File: src/rtl/spdif_pkg.sv
`default_nettype none
// +------------------------------------------------------------------+
// | spdif_pkg : shared types for the S/PDIF sample scheduler         |
// | Revision  : 1.0                                                  |
// +------------------------------------------------------------------+
package spdif_pkg;

  localparam int SPDIF_SAMPLE_W = 32;

  typedef enum logic [1:0] {
    PREFILL = 2'd0,
    RUN     = 2'd1,
    MUTE    = 2'd2
  } sched_state_e;

  typedef struct packed {
    logic [15:0] r;
    logic [15:0] l;
  } stereo_t;

endpackage
`default_nettype wire

File: src/rtl/spdif_sched_fifo.sv
`default_nettype none
// +------------------------------------------------------------------+
// | spdif_sched_fifo : synchronous FIFO, flush beats push and pop    |
// | Revision         : 1.0                                           |
// +------------------------------------------------------------------+
module spdif_sched_fifo #(
  parameter int DEPTH = 8,
  parameter int W     = 32
) (
  input  logic                   clk_i,
  input  logic                   rst_ni,
  input  logic                   push_i,
  input  logic                   pop_i,
  input  logic                   flush_i,
  input  logic [W-1:0]           wdata_i,
  output logic [W-1:0]           rdata_o,
  output logic                   full_o,
  output logic                   empty_o,
  output logic [$clog2(DEPTH):0] level_o
);

  localparam int AW = $clog2(DEPTH);
  localparam logic [AW:0]   LVL_ONE = (AW+1)'(1);
  localparam logic [AW:0]   LVL_MAX = (AW+1)'(DEPTH);
  localparam logic [AW-1:0] PTR_ONE = AW'(1);

  logic [W-1:0]  mem_q [DEPTH];
  logic [AW-1:0] wr_ptr_q, rd_ptr_q;
  logic [AW:0]   level_q;
  logic          do_push, do_pop;

  assign full_o  = (level_q == LVL_MAX);
  assign empty_o = (level_q == '0);
  assign level_o = level_q;
  assign rdata_o = mem_q[rd_ptr_q];

  assign do_push = push_i && !full_o && !flush_i;
  assign do_pop  = pop_i && !empty_o && !flush_i;

  always_ff @(posedge clk_i) begin
    if (do_push) mem_q[wr_ptr_q] <= wdata_i;
  end

  always_ff @(posedge clk_i or negedge rst_ni) begin
    if (!rst_ni) begin
      wr_ptr_q <= '0;
      rd_ptr_q <= '0;
      level_q  <= '0;
    end else if (flush_i) begin
      wr_ptr_q <= '0;
      rd_ptr_q <= '0;
      level_q  <= '0;
    end else begin
      if (do_push) wr_ptr_q <= wr_ptr_q + PTR_ONE;
      if (do_pop)  rd_ptr_q <= rd_ptr_q + PTR_ONE;
      if (do_push && !do_pop)      level_q <= level_q + LVL_ONE;
      else if (do_pop && !do_push) level_q <= level_q - LVL_ONE;
    end
  end

endmodule
`default_nettype wire

File: src/rtl/spdif_sample_sched.sv
`default_nettype none
// +------------------------------------------------------------------+
// | spdif_sample_sched : source-select FIFO feeding S/PDIF samples   |
// | Revision           : 1.0                                         |
// +------------------------------------------------------------------+
module spdif_sample_sched
  import spdif_pkg::*;
#(
  parameter int FIFO_DEPTH    = 8,
  parameter int MUTE_REQS     = 4,
  parameter int UNDERRUN_ZERO = 0
) (
  input  logic                          clk_i,
  input  logic                          rst_ni,
  input  logic                          sel_i,
  input  logic                          a_valid_i,
  output logic                          a_ready_o,
  input  logic [SPDIF_SAMPLE_W-1:0]     a_data_i,
  input  logic                          b_valid_i,
  output logic                          b_ready_o,
  input  logic [SPDIF_SAMPLE_W-1:0]     b_data_i,
  input  logic                          sample_req_i,
  output logic [15:0]                   audio_l_o,
  output logic [15:0]                   audio_r_o,
  output logic                          active_src_o,
  output logic                          muted_o,
  output logic                          underrun_o,
  output logic [15:0]                   underrun_cnt_o,
  output logic [$clog2(FIFO_DEPTH):0]   level_o
);

  localparam int LW = $clog2(FIFO_DEPTH) + 1;
  localparam int CW = $clog2(MUTE_REQS + 1);
  localparam logic [LW-1:0] LVL_HALF = LW'(FIFO_DEPTH / 2);
  localparam logic [LW-1:0] LVL_FULL = LW'(FIFO_DEPTH);
  localparam logic [CW-1:0] CNT_LAST = CW'(MUTE_REQS - 1);

  sched_state_e state_q, state_d;
  logic          active_q, active_d;
  logic          sel_q;
  logic [CW-1:0] cnt_q, cnt_d;
  logic [15:0]   ucnt_q, ucnt_d;
  logic          under_q, under_d;
  stereo_t       audio_q, audio_d;
  logic          a_ready_q, a_ready_d, b_ready_q, b_ready_d;
  logic          muted_q, muted_d;

  logic                      src_valid, src_ready, push, pop, flush;
  logic                      fifo_full, fifo_empty;
  logic [SPDIF_SAMPLE_W-1:0] src_data, head;
  logic [LW-1:0]             level, level_nxt;

  assign src_valid = active_q ? b_valid_i : a_valid_i;
  assign src_data  = active_q ? b_data_i  : a_data_i;
  assign src_ready = active_q ? b_ready_q : a_ready_q;
  assign push      = src_valid && src_ready && !fifo_full;

  spdif_sched_fifo #(
    .DEPTH (FIFO_DEPTH),
    .W     (SPDIF_SAMPLE_W)
  ) u_fifo (
    .clk_i   (clk_i),
    .rst_ni  (rst_ni),
    .push_i  (push),
    .pop_i   (pop),
    .flush_i (flush),
    .wdata_i (src_data),
    .rdata_o (head),
    .full_o  (fifo_full),
    .empty_o (fifo_empty),
    .level_o (level)
  );

  // Pops are ignored here so ready stays independent of sample requests.
  assign level_nxt = level + LW'(push);

  always_comb begin
    state_d  = state_q;
    active_d = active_q;
    cnt_d    = cnt_q;
    ucnt_d   = ucnt_q;
    under_d  = 1'b0;
    audio_d  = audio_q;
    pop      = 1'b0;
    flush    = 1'b0;

    if (state_q != MUTE && sel_i != active_q) begin
      state_d = MUTE;
      flush   = 1'b1;
      cnt_d   = '0;
      if (sample_req_i) audio_d = '0;
    end else begin
      unique case (state_q)
        PREFILL: begin
          if (sample_req_i) audio_d = '0;
          if (level >= LVL_HALF) state_d = RUN;
        end
        RUN: begin
          if (sample_req_i) begin
            if (!fifo_empty) begin
              pop     = 1'b1;
              audio_d = head;
            end else begin
              under_d = 1'b1;
              if (ucnt_q != 16'hFFFF) ucnt_d = ucnt_q + 16'd1;
              if (UNDERRUN_ZERO != 0) audio_d = '0;
              state_d = PREFILL;
            end
          end
        end
        MUTE: begin
          if (sample_req_i) audio_d = '0;
          if (sel_i != sel_q) begin
            cnt_d = '0;
          end else if (sample_req_i) begin
            if (cnt_q == CNT_LAST) begin
              state_d  = PREFILL;
              active_d = sel_i;
              cnt_d    = '0;
            end else begin
              cnt_d = cnt_q + CW'(1);
            end
          end
        end
        default: state_d = PREFILL;
      endcase
    end

    a_ready_d = (state_d != MUTE) && !active_d && (level_nxt < LVL_FULL);
    b_ready_d = (state_d != MUTE) &&  active_d && (level_nxt < LVL_FULL);
    muted_d   = (state_d != RUN);
  end

  always_ff @(posedge clk_i or negedge rst_ni) begin
    if (!rst_ni) begin
      state_q   <= PREFILL;
      active_q  <= 1'b0;
      sel_q     <= 1'b0;
      cnt_q     <= '0;
      ucnt_q    <= '0;
      under_q   <= 1'b0;
      audio_q   <= '0;
      a_ready_q <= 1'b0;
      b_ready_q <= 1'b0;
      muted_q   <= 1'b0;
    end else begin
      state_q   <= state_d;
      active_q  <= active_d;
      sel_q     <= sel_i;
      cnt_q     <= cnt_d;
      ucnt_q    <= ucnt_d;
      under_q   <= under_d;
      audio_q   <= audio_d;
      a_ready_q <= a_ready_d;
      b_ready_q <= b_ready_d;
      muted_q   <= muted_d;
    end
  end

  assign a_ready_o      = a_ready_q;
  assign b_ready_o      = b_ready_q;
  assign audio_l_o      = audio_q.l;
  assign audio_r_o      = audio_q.r;
  assign active_src_o   = active_q;
  assign muted_o        = muted_q;
  assign underrun_o     = under_q;
  assign underrun_cnt_o = ucnt_q;
  assign level_o        = level;

endmodule
`default_nettype wire
File: config.mk
export PLATFORM = sky130hd
export DESIGN_NAME = spdif_sample_sched
export DESIGN_NICKNAME = d
export VERILOG_FILES = /design/src/rtl/spdif_pkg.sv /design/src/rtl/spdif_sched_fifo.sv /design/src/rtl/spdif_sample_sched.sv
export SDC_FILE = /design/constraint.sdc
export NUM_CORES = 1
export LEC_CHECK = 0
export ABC_AREA = 1
export BUFFER_PORTS_ARGS = -buffer_cell sky130_fd_sc_hd__buf_2
export CORE_MARGIN = 2
export CORE_UTILIZATION = 35
export DETAILED_ROUTE_END_ITERATION = 10
export PLACE_DENSITY_LB_ADDON = 0.15
export SLEW_MARGIN = 20
export SYNTH_ARGS = -nofsm -noshare
export SYNTH_HDL_FRONTEND = slang
export SYNTH_SLANG_ARGS = --single-unit
File: constraint.sdc
create_clock -name clk_i -period 5.5 [get_ports clk_i]
set_input_delay 0.275 -clock clk_i [delete_from_list [all_inputs] [get_ports clk_i]]
set_output_delay 0.275 -clock clk_i [all_outputs]
set_load 0.005 [all_outputs]
==> results.sh <==
export IMPL_drt_pre_antenna_iters=5
export IMPL_post_cts_buffers=0
export IMPL_root_buffer="clkbuf_16"
export IMPL_synth_area_um2=13500
export IMPL_synth_top_family_by_area="simple AND/OR/NAND/NOR gates"
export IMPL_cts_sinks=325
export IMPL_die_h_um=201
export IMPL_synth_simple_area_share=0.163
export IMPL_max_stage_delay_ns=0.69
export IMPL_cpMaxStageDelayCell="nor2_4"
export IMPL_diodes=0
export IMPL_maxSlewViolCount=0
export IMPL_grt_start_max_net_pins=83
export IMPL_power_density_nw_per_um2=427
export IMPL_drt_iter0_drc=607
export IMPL_drc=0
export IMPL_vias=9140
export IMPL_ys_ff_latch=325
export IMPL_crit_type="reg -> reg"
export IMPL_die_x_um=201
export IMPL_cp_cell_sequence="buf_4 > nand2_1 > nand2_1 > nor2_2 > nor2_1 > nand2_1 > nor2_4 > buf_4"
export IMPL_critPathLaunchType="register"
export IMPL_antenna_found_initial=0
export IMPL_overflow=0
export IMPL_htree_num_levels=2
export IMPL_drv_cap=0
export IMPL_drive_gt1_frac=0.160
export IMPL_multiInputGateArea_um2=3770
export IMPL_muxShareOfSynthArea=0
export IMPL_row_count=72
export IMPL_critPathTopFamily="simple AND/OR/NAND/NOR gates"
export IMPL_cp_data_arrival_time_ns=3.42
export IMPL_rsz0062_at_grt="no"
export IMPL_register_area_um2=9420
export IMPL_crit_buf_inv=2
export IMPL_finalNetCount=1414
export IMPL_die_area_um2=40300
export IMPL_drtAntennaViolNets=0
export IMPL_yosys_warnings=0
export IMPL_synth_nets=1294
export IMPL_final_period_utilization=0.585
export IMPL_yosysSeqAreaShare=0.695
export IMPL_end_kind="register"
export IMPL_postCtsResizedCells=0
export IMPL_synth_fa_ha_area_frac=0.00702
export IMPL_status="finished, final reports clean"
export IMPL_grt_pass1_wl_um=51700
export IMPL_synth_xor_area_frac=0.0116
export IMPL_synth_avg_cell_area_um2=11.1
export IMPL_required_ns=5.70
export IMPL_port_buffers=126
export IMPL_finalClockSkew_ns=0.0113
export IMPL_tns_ns=0
export IMPL_period_needed_ns=3.22
export IMPL_finalSetupViolCount=0
export IMPL_fmax_mhz=311
export IMPL_clkTransAtPathRegs_ns=0.06
export IMPL_slew_headroom=0.439
export IMPL_ir_worst_vdd_mv=0.220
export IMPL_fillers=3776
export IMPL_dpl_cell_count=1812
export IMPL_area_delta_synth_final_pct=18.1
export IMPL_vias_per_cell=4.85
export IMPL_tritoncts="done"
export IMPL_worstMarginPinSlew_ns=0.842
export IMPL_synth_compound_area_frac=0.0915
export IMPL_grt_use_total=0.163
export IMPL_netlist_instances=1217
export IMPL_hold_path_class="in -> reg"
export IMPL_first_global_vias=8879
export IMPL_routed_wl_um=32800
export IMPL_place_hpwl_um=19100
export IMPL_timing_hold_violations_final=0
export IMPL_start_util=0.353
export IMPL_clock_path_buffers=3
export IMPL_core_um2=38400
export IMPL_clock_latency_ns=0.52
export IMPL_p_leak_nw=6.22
export IMPL_ys_types=31
export IMPL_io_pins=127
export IMPL_crit_path_max_fanout=36
export IMPL_fin_cells=1883
export IMPL_path_common_cell="nand2_1"
export IMPL_wire_per_inst_um=17.4
export IMPL_gp_congestion=0.802
export IMPL_cts_buffers=36
cell families (layout without fill, tap and decap cells):
| kind of cell | count (synthesis) | in the layout |
|---|---|---|
| buf+inv | 99 | 247 |
| simple gates | 555 | 555 |
| xor+xnor | 18 | 18 |
| flops | 325 | 325 |
| fa+ha+maj | 7 | 7 |
| compound gates | 213 | 213 |
cells in the final DEF, fill, tap and decap left out, types with 2 or more instances in the layout:
cell type	count
buf_12	2
clkinv_1	8
xnor2_1	11
xor2_1	7
o211ai_1	66
clkinv_2	7
inv_1	28
clkbuf_1	11
nor3_1	5
nand4_1	3
a21oi_1	4
buf_2	125
nor2_2	4
nand3_1	56
inv_2	4
clkbuf_16	37
buf_16	4
o21ai_0	140
buf_4	11
dfrtp_4	2
dlygate4sd3_1	2
inv_6	2
nor2_1	216
nand2_1	258
dfrtp_1	66
edfxtp_1	256
bufinv_16	2
ha_1	6
nor2_4	9
metal layers:
layer	part of all wire	routed length (um)	up-vias	global-route usage
met4	0.020	641	0	0.0447
met3	0.046	1520	40	0.0240
li1	-	-	4467	-
met2	0.47	15300	213	0.264
met5	0	0	-	0
met1	0.47	15400	4420	0.230
through the flow:
step | hold WS, ns | util | power (mW) | setup WS (ns) | cell area (um2)
2_1_floorplan | -0.0206 | - | 4.09 | 2.54 | 13500
3_3_place_gp | 0.460 | 0.383 | 4.59 | 2.30 | 14700
3_5_place_dp | 0.461 | 0.385 | 4.62 | 2.28 | 14800
4_1_cts | 0.0690 | 0.415 | 6.94 | 2.27 | 15900
5_1_grt | 0.0920 | 0.417 | 7.21 | 2.00 | 16000
6_report | 0.0922 | 0.417 | 6.83 | 2.28 | 16000
worst reg2reg max path, stage by stage, from the launching register on:
cell	delay, ns
dfrtp_2	0.38
buf_4	0.44
nand2_1	0.14
nand2_1	0.12
nor2_2	0.08
nor2_1	0.33
nand2_1	0.34
nor2_4	0.69
buf_4	0.38
worst paths after layout:
kind | from | end | slack [ns] | cells after the start
min | sample_req_i | underrun_o$_DFF_PN0_ | 0.09 | 3
max in group asynchronous | rst_ni | u_fifo.rd_ptr_q[1]$_DFFE_PN0P_ | 4.59 | 2
max reg2reg | active_src_o$_DFF_PN0_ | u_fifo.mem_q[2][3]$_DFFE_PP_ | 2.28 | 8
min in group asynchronous | rst_ni | u_fifo.level_o[1]$_DFFE_PN0P_ | 0.35 | 2
max | active_src_o$_DFF_PN0_ | u_fifo.mem_q[2][3]$_DFFE_PP_ | 2.28 | 8
min reg2reg | audio_l_o[7]$_DFFE_PN0P_ | audio_l_o[7]$_DFFE_PN0P_ | 0.47 | 2
synthesized netlist by cell type (all sizes together):
cell type	count	area (um2)
a21oi	5	28.8
buf	27	148
clkbuf	37	139
dfrtp	69	1730
edfxtp	256	7690
fa	1	20.0
ha	6	75.1
inv	35	134
nand2	260	986
nand3	56	280
nand3b	1	7.51
nand4	3	18.8
nor2	229	877
nor3	6	41.3
o211ai	66	495
o21ai	140	701
o22ai	1	6.26
o31ai	1	7.51
xnor2	11	96.3
xor2	7	61.3
power breakdown:
group	switching [mW]	leakage, nW	internal, mW	total, mW
combinational	1.03	2.44	0.360	1.39
clock	0.955	0.541	1.33	2.29
sequential	0.115	3.23	3.04	3.16
total	2.10	6.22	4.74	6.83
area by class of cell:
type / instances / area share
Multi-Input combinational cell: 793 / 0.236
Inverter: 35 / 0.00845
Timing Repair Buffer: 146 / 0.0566
Clock buffer: 48 / 0.0605
Tap cell: 518 / 0.0405
Sequential cell: 325 / 0.589
Clock inverter: 18 / 0.00884
sequential cells by signal, summed over array words and instances (netlist names):
| name | count |
|---|---|
| b_ready_o | 1 |
| u_fifo.rd_ptr_q | 3 |
| u_fifo.wr_ptr_q | 3 |
| a_ready_o | 1 |
| muted_o | 1 |
| cnt_q | 3 |
| u_fifo.level_o | 4 |
| active_src_o | 1 |
| underrun_o | 1 |
| sel_q | 1 |
| state_q | 2 |
| audio_r_o | 16 |
| audio_l_o | 16 |
| underrun_cnt_o | 16 |
| u_fifo.mem_q | 256 |
timing repair:
item                                   4_1_cts  5_1_grt
setup endpoints to repair                    0        0
endpoints found under the hold margin       70        0
hold buffers                                 2        0
Power figures use the tool's default switching activity.
